$ cat src/rtl/mar_seq_if.sv
// Bus bundle between the datapath/control side (master) and the memory address register (slave).
interface mar_seq_if #(
    parameter int ADDR_W = 4
);
    logic              mar_in;
    logic              mar_inc;
    logic              mar_mramout;
    logic [ADDR_W-1:0] data_in;
    logic              ram_ack;
    logic [ADDR_W-1:0] data_out;
    logic              addr_valid;
    logic              busy;
    logic              wrap;
    logic              overrun;

    modport master (
        output mar_in, mar_inc, mar_mramout, data_in, ram_ack,
        input  data_out, addr_valid, busy, wrap, overrun
    );

    modport slave (
        input  mar_in, mar_inc, mar_mramout, data_in, ram_ack,
        output data_out, addr_valid, busy, wrap, overrun
    );
endinterface

$ cat src/rtl/mar_seq.sv
// Memory address register with a valid/ack presentation handshake toward RAM.
// Optional macro MAR_AUTOINC_EN: pointer auto-increments on the RAM acknowledge edge.
module mar_seq #(
    parameter int ADDR_W     = 4,
    parameter int LIMIT      = 2**ADDR_W-1,
    parameter int RESET_ADDR = 0
) (
    input  logic      clk,
    input  logic      rst,
    mar_seq_if.slave  bus
);

    typedef enum logic [0:0] {
        ST_IDLE = 1'b0,
        ST_REQ  = 1'b1
    } state_e;

    localparam logic [ADDR_W-1:0] LIMIT_V   = ADDR_W'(LIMIT);
    localparam logic [ADDR_W-1:0] RESET_V   = ADDR_W'(RESET_ADDR);
    localparam logic [ADDR_W:0]   MODULUS_V = (ADDR_W+1)'(LIMIT + 1);

    state_e            r_state;
    logic [ADDR_W-1:0] r_ptr;
    logic [ADDR_W-1:0] r_data_out;
    logic              r_addr_valid;
    logic              r_busy;
    logic              r_wrap;
    logic              r_overrun;

    state_e            w_state_nxt;
    logic [ADDR_W-1:0] w_ptr_nxt;
    logic [ADDR_W-1:0] w_data_out_nxt;
    logic              w_addr_valid_nxt;
    logic              w_wrap_nxt;
    logic              w_overrun_nxt;
    logic              w_do_inc;
    logic [ADDR_W:0]   w_inc_res;

    // Out-of-range bus addresses fold back into 0..LIMIT.
    function automatic logic [ADDR_W-1:0] f_fold(input logic [ADDR_W-1:0] a);
        return ADDR_W'({1'b0, a} % MODULUS_V);
    endfunction

    // Returns {wrapped, next_pointer}.
    function automatic logic [ADDR_W:0] f_inc(input logic [ADDR_W-1:0] p);
        if (p == LIMIT_V) begin
            return {1'b1, {ADDR_W{1'b0}}};
        end else begin
            return {1'b0, p + ADDR_W'(1)};
        end
    endfunction

    // Pointer next value: load beats increment beats hold.
    always_comb begin
        w_ptr_nxt  = r_ptr;
        w_wrap_nxt = 1'b0;
        w_do_inc   = 1'b0;
        w_inc_res  = f_inc(r_ptr);
        if (bus.mar_in) begin
            w_ptr_nxt = f_fold(bus.data_in);
        end else if (bus.mar_inc) begin
            w_do_inc = 1'b1;
`ifdef MAR_AUTOINC_EN
        end else if ((r_state == ST_REQ) && bus.ram_ack) begin
            w_do_inc = 1'b1;
`endif
        end else begin
            w_do_inc = 1'b0;
        end
        if (w_do_inc) begin
            w_ptr_nxt  = w_inc_res[ADDR_W-1:0];
            w_wrap_nxt = w_inc_res[ADDR_W];
        end else begin
            w_wrap_nxt = 1'b0;
        end
    end

    // Handshake FSM next state and next registered outputs.
    always_comb begin
        w_state_nxt      = r_state;
        w_data_out_nxt   = r_data_out;
        w_addr_valid_nxt = 1'b0;
        w_overrun_nxt    = 1'b0;
        case (r_state)
            ST_IDLE: begin
                if (bus.mar_mramout) begin
                    // Present the pointer as it stood before this edge's update.
                    w_state_nxt      = ST_REQ;
                    w_data_out_nxt   = r_ptr;
                    w_addr_valid_nxt = 1'b1;
                end else begin
                    w_addr_valid_nxt = 1'b0;
                end
            end
            ST_REQ: begin
                w_overrun_nxt = bus.mar_mramout;
                if (bus.ram_ack) begin
                    w_state_nxt      = ST_IDLE;
                    w_addr_valid_nxt = 1'b0;
                end else begin
                    w_addr_valid_nxt = 1'b1;
                end
            end
            default: begin
                w_state_nxt      = ST_IDLE;
                w_addr_valid_nxt = 1'b0;
            end
        endcase
    end

    // State, pointer and output registers.
    always_ff @(posedge clk or posedge rst) begin
        if (rst) begin
            r_state      <= ST_IDLE;
            r_ptr        <= RESET_V;
            r_data_out   <= {ADDR_W{1'b0}};
            r_addr_valid <= 1'b0;
            r_busy       <= 1'b0;
            r_wrap       <= 1'b0;
            r_overrun    <= 1'b0;
        end else begin
            r_state      <= w_state_nxt;
            r_ptr        <= w_ptr_nxt;
            r_data_out   <= w_data_out_nxt;
            r_addr_valid <= w_addr_valid_nxt;
            r_busy       <= (w_state_nxt == ST_REQ);
            r_wrap       <= w_wrap_nxt;
            r_overrun    <= w_overrun_nxt;
        end
    end

    assign bus.data_out   = r_data_out;
    assign bus.addr_valid = r_addr_valid;
    assign bus.busy       = r_busy;
    assign bus.wrap       = r_wrap;
    assign bus.overrun    = r_overrun;

endmodule

$ cat src/flat_wrapper.sv
// flat-port wrapper written by rule: the top's interface ports become plain ports
module mar_seq_flat 
#(
    parameter int ADDR_W     = 4,
    parameter int LIMIT      = 2**ADDR_W-1,
    parameter int RESET_ADDR = 0
)
  (clk, rst, bus_mar_in, bus_mar_inc, bus_mar_mramout, bus_data_in, bus_ram_ack, bus_data_out, bus_addr_valid, bus_busy, bus_wrap, bus_overrun);
  mar_seq_if #(.ADDR_W(ADDR_W)) bus_i ();
  input  logic clk;
  input  logic rst;
  input wire logic [$bits(bus_i.mar_in)-1:0] bus_mar_in;
  input wire logic [$bits(bus_i.mar_inc)-1:0] bus_mar_inc;
  input wire logic [$bits(bus_i.mar_mramout)-1:0] bus_mar_mramout;
  input wire logic [$bits(bus_i.data_in)-1:0] bus_data_in;
  input wire logic [$bits(bus_i.ram_ack)-1:0] bus_ram_ack;
  output wire logic [$bits(bus_i.data_out)-1:0] bus_data_out;
  output wire logic [$bits(bus_i.addr_valid)-1:0] bus_addr_valid;
  output wire logic [$bits(bus_i.busy)-1:0] bus_busy;
  output wire logic [$bits(bus_i.wrap)-1:0] bus_wrap;
  output wire logic [$bits(bus_i.overrun)-1:0] bus_overrun;
  assign bus_i.mar_in = bus_mar_in;
  assign bus_i.mar_inc = bus_mar_inc;
  assign bus_i.mar_mramout = bus_mar_mramout;
  assign bus_i.data_in = bus_data_in;
  assign bus_i.ram_ack = bus_ram_ack;
  assign bus_data_out = bus_i.data_out;
  assign bus_addr_valid = bus_i.addr_valid;
  assign bus_busy = bus_i.busy;
  assign bus_wrap = bus_i.wrap;
  assign bus_overrun = bus_i.overrun;
  mar_seq #(.ADDR_W(ADDR_W), .LIMIT(LIMIT), .RESET_ADDR(RESET_ADDR)) u_core (.clk(clk), .rst(rst), .bus(bus_i));
endmodule
$ cat config.mk
export PLATFORM = sky130hd
export DESIGN_NAME = mar_seq_flat
export DESIGN_NICKNAME = d
export VERILOG_FILES = /design/src/rtl/mar_seq_if.sv /design/src/rtl/mar_seq.sv /design/src/flat_wrapper.sv
export SDC_FILE = /design/constraint.sdc
export NUM_CORES = 1
export LEC_CHECK = 0
export ABC_AREA = 1
export CAP_MARGIN = 20
export CORE_AREA = 2 2 39 41
export CTS_BUF_LIST = sky130_fd_sc_hd__clkbuf_4 sky130_fd_sc_hd__clkbuf_8 sky130_fd_sc_hd__clkbuf_16
export DETAILED_ROUTE_END_ITERATION = 6
export DIE_AREA = 0 0 41 43
export PLACE_DENSITY = 0.68
export SLEW_MARGIN = 10
export SYNTH_ARGS = -nofsm -noshare
export SYNTH_HDL_FRONTEND = slang
export SYNTH_SLANG_ARGS = --single-unit
$ cat constraint.sdc
create_clock -name clk -period 1.4 [get_ports clk]
set_input_delay 0.28 -clock clk [delete_from_list [all_inputs] [get_ports clk]]
set_output_delay 0.28 -clock clk [all_outputs]
set_load 0.02 [all_outputs]
# == Yosys cells after proc, flatten, opt, wreduce, memory -nomap -nowiden ==
# Index checks and enable logic that the tools add are counted.
# word_totals
ff_bits,11
in_bits,10
word_cells,20
output_inout_bits,8
# op_classes
n_bitwise,1
n_addsub,1
n_reduce_logical,2
n_mux,10
eq_ne,1
# ops
op,n
4-bit two-way mux,2
1-bit two-way mux,6
5-bit two-way mux,1
4-bit by 1-bit adder with 4-bit output (second input constant),1
4-bit == test (second input constant),1
1-bit case mux with 2 select lines,1
2-bit AND reduction,1
2-bit nonzero test,1
1-bit inverter,1

# == Longest topological paths before layout ==
# logic_depth
word_depth,3
ltp_mapped,6
depth_no_buf,6

# == Worst setup path before layout ==
# OpenSTA, ideal clock, no wires.
# synth_path
path_kind,reg-to-reg
start,register u_core.r_state
end,"register u_core.r_data_out[0], in the netlist u_core.bus.data_out[0]"
period_less_slack_ps,1146
stages_incl_launch_ff,4
n_path_buf,0
setup_time_ps,125
t_required_ps,1275
arrival_time_ps,1021
setup_slack_ps,254
path_cell_list,dfrtp_1 > inv_1 > nand2_1 > mux2_2
# synth_via
elab_chain_cells,2
# synth_lines
item,line,rtl
"start, declared",mar_seq.sv:22,state_e r_state;
"start signal, assigned",mar_seq.sv:122,r_state <= w_state_nxt;
1-bit inverter (no source line),-,
2-bit AND reduction (no source line),-,
"end signal, assigned",mar_seq.sv:116,r_data_out <= {ADDR_W{1'b0}};
"end signal, assigned",mar_seq.sv:124,r_data_out <= w_data_out_nxt;
"end, declared",mar_seq.sv:24,logic [ADDR_W-1:0] r_data_out;
# Every way passes these cells.
# A chain may end at the register's enable or synchronous reset.

==> results.json <==
{
  "rsz0062_at_grt": "no",
  "switching_power_mw": 0.260,
  "path_max_fanout": 4,
  "synth.top_cell.area_share_pct": 56.3,
  "place.gp.congestion": 0.735,
  "clock-sinks": 11,
  "drive_gt1_share_pct": 13.2,
  "setup_violations": 0,
  "start_util_pct": 35.4,
  "seq_power_share_pct": 46.4,
  "fin_crit_ns": 1.26,
  "place_ws_ns": 0.0392,
  "p_int_mw": 0.607,
  "clkTransAtPathRegs_ns": 0.07,
  "cp_slowest_stage_delay_ns": 0.40,
  "multiInputGateArea_sq_um": 176,
  "cts_setup_buffers": 0,
  "grt.total_usage_pct": 13.1,
  "synth_simple_gate_area_share_pct": 18.2,
  "ant_nets": 0,
  "die_x_um": 41,
  "synth_mux_area_share_pct": 4.60,
  "max_freq_mhz": 791,
  "path_class": "flop to output pin",
  "synthXorXnorAreaFrac_pct": 0,
  "hp-class": "primary input to async pin",
  "syn-cell-area_sq_um": 489,
  "crit_family": "flip-flops",
  "p_per_area_mw_per_mm2": 1210,
  "synth_cells": 53,
  "wire_per_inst_um": 9.62,
  "tns_ns": 0,
  "worst_slew_pin_slew_ns": 0.412,
  "ir_drop_mv": 0.638,
  "clk_path_buf_depth": 2,
  "synth_compound_gate_area_share_pct": 10.7,
  "grt_pass1_vias": 392,
  "final_common_cell": "nand2_1",
  "relSlewSlack_pct": 72.5,
  "combPwrFrac_pct": 27.1,
  "syn_to_final_growth_pct": 46.0,
  "first_iter_violations": 1,
  "clkLatencyLatePin_ns": 0.26,
  "synth_top_family_by_area": "simple AND/OR/NAND/NOR gates",
  "crit_slowest_cell": "dfrtp_1",
  "drc_errors": 0,
  "layout_common_cells": "nand2_1 (12), dfrtp_1 (11), clkdlybuf4s50_1 (9), inv_1 (8), dlygate4sd2_1 (8)",
  "ys_seq_elements": 11,
  "yosysSeqAreaShare_pct": 56.3,
  "cp_cell_sequence": "dlygate4sd2_1",
  "dp.cells": 88,
  "final_cells": 92,
  "fin_area_sq_um": 714,
  "cts_tree": "built",
  "cts_made_buffers": 3,
  "grt-ovfl-total": 0,
  "synthAdderAreaFrac_pct": 2.56,
  "required_ns": 1.12,
  "p_total_mw": 0.867,
  "grt_pass1_wl_mm": 1.53,
  "layout_worst_path_cycle_share_pct": 90.3,
  "wirelength_um": 885,
  "seq_area_sq_um": 275,
  "nFillCells": 139,
  "clockRootBuffer": "clkbuf_4",
  "fin_worst_skew_ns": 0.00109,
  "cts_hold_buf": 0,
  "post-route-util_pct": 51.6,
  "n_antenna_cell": 0,
  "port-buffer-count": 17,
  "nNetsFinal": 88,
  "clock_power_share_pct": 26.5,
  "die_y_um": 43,
  "cp_num_buf_inv": 1,
  "pin_count": 18,
  "hold_viol_final": 0,
  "worstSetupEndpointType": "output pin",
  "start_kind": "flop",
  "p_sw_share_pct": 29.9,
  "grt_start_max_net_pins": 12,
  "antenna_found_initial": 0,
  "h-tree-depth": 1,
  "holdWs_ns": 0.302,
  "fp-row-count": 14,
  "synthDistinctLibCells": 15,
  "final_max_slew_viol_count": 0,
  "die_area_sq_mm": 0.00176,
  "viasPerCell": 4.62,
  "setup_slack_ns": 0.136,
  "cap_violations": 0,
  "core-area_sq_mm": 0.00138,
  "dp_hpwl_um": 718,
  "synth_nets": 64,
  "drtPass1Iterations": 3,
  "arrival_ns": 0.98,
  "leakage_nw": 0.364,
  "dpl-instance-area_sq_um": 694,
  "yosysWarnings": 0,
  "synth_largest_area_cell": "dfrtp_1",
  "avgSynthCellArea_sq_um": 9.23,
  "num_vias": 425,
  "synth_area_leaders": "dfrtp_1 (56%), nand2_1 (9.2%), inv_1 (6.1%), mux2_2 (4.6%), o21ai_0 (4.1%)",
  "outcome": "complete, no violations"
}
## Yosys cell counts
cell	count
o21ai_0	4
nand4_1	1
mux2_2	2
a22oi_1	1
ha_1	1
a21oi_1	2
nor2_1	3
nor3_1	1
nor2_2	1
inv_1	8
buf_4	1
o211ai_1	2
nand3_1	3
dfrtp_1	11
nand2_1	12
## worst paths after layout
kind                                                     from                                 end  slack, ns  depth (start not counted)
setup / recovery                     u_core.r_state$_DFF_PP0_                            bus_busy       0.14                          1
hold / removal                                            rst           u_core.bus.wrap$_DFF_PP0_       0.30                          2
setup reg to reg                  u_core.r_ptr[0]$_DFFE_PP0P_         u_core.r_ptr[3]$_DFFE_PP0P_       0.27                          6
hold reg to reg            u_core.bus.data_out[3]$_DFFE_PP0P_  u_core.bus.data_out[3]$_DFFE_PP0P_       0.49                          2
max in group asynchronous                                 rst  u_core.bus.data_out[1]$_DFFE_PP0P_       0.81                          2
min in group clk           u_core.bus.data_out[3]$_DFFE_PP0P_  u_core.bus.data_out[3]$_DFFE_PP0P_       0.49                          2
## flip-flops by register name, indices dropped and copies added (netlist names)
name / flops
u_core.bus.wrap: 1
u_core.r_ptr: 4
u_core.bus.data_out: 4
u_core.r_state: 1
u_core.bus.overrun: 1
## logic make-up (layout without fill, tap and decap cells)
logic type,after synthesis,after routing
mux,2,2
fa+ha+maj,1,1
simple gates,21,21
flops,11,11
buf+inv,9,32
compound gates,9,9
## power groups by stage
stage / sequential, mW / combinational, mW / clock (mW)
floorplan: 0.455 / 0.0877 / 0
global placement: 0.412 / 0.265 / 0
detailed placement: 0.412 / 0.267 / 0
CTS: 0.404 / 0.238 / 0.237
global route: 0.413 / 0.262 / 0.254
finish: 0.402 / 0.235 / 0.230
## metal layers
| layer | global-route usage, % | part of all wire (%) | vias up |
|---|---|---|---|
| met5 | 0 | 0 | - |
| met4 | 10.0 | 3.1 | 0 |
| met3 | 3.14 | 6.8 | 4 |
| met2 | 18.1 | 45 | 16 |
| met1 | 16.8 | 45 | 184 |
| li1 | - | - | 221 |
## final cells by class
class                   instances  share of cell area, %
flip-flops and latches         11                   38.5
repair buffers                 20                   25.6
multi-input cells              33                   24.7
clock buffers                   4                   4.20
inverters                       8                   4.20
well taps                      16                   2.80
## timing repair
| action | CTS | global route |
|---|---|---|
| endpoints found under the hold margin | 0 | 0 |
| endpoints found under the setup margin | 8 | 0 |
| gates resized for setup | 8 | 0 |
No activity file was read; power rests on OpenSTA's default activity.
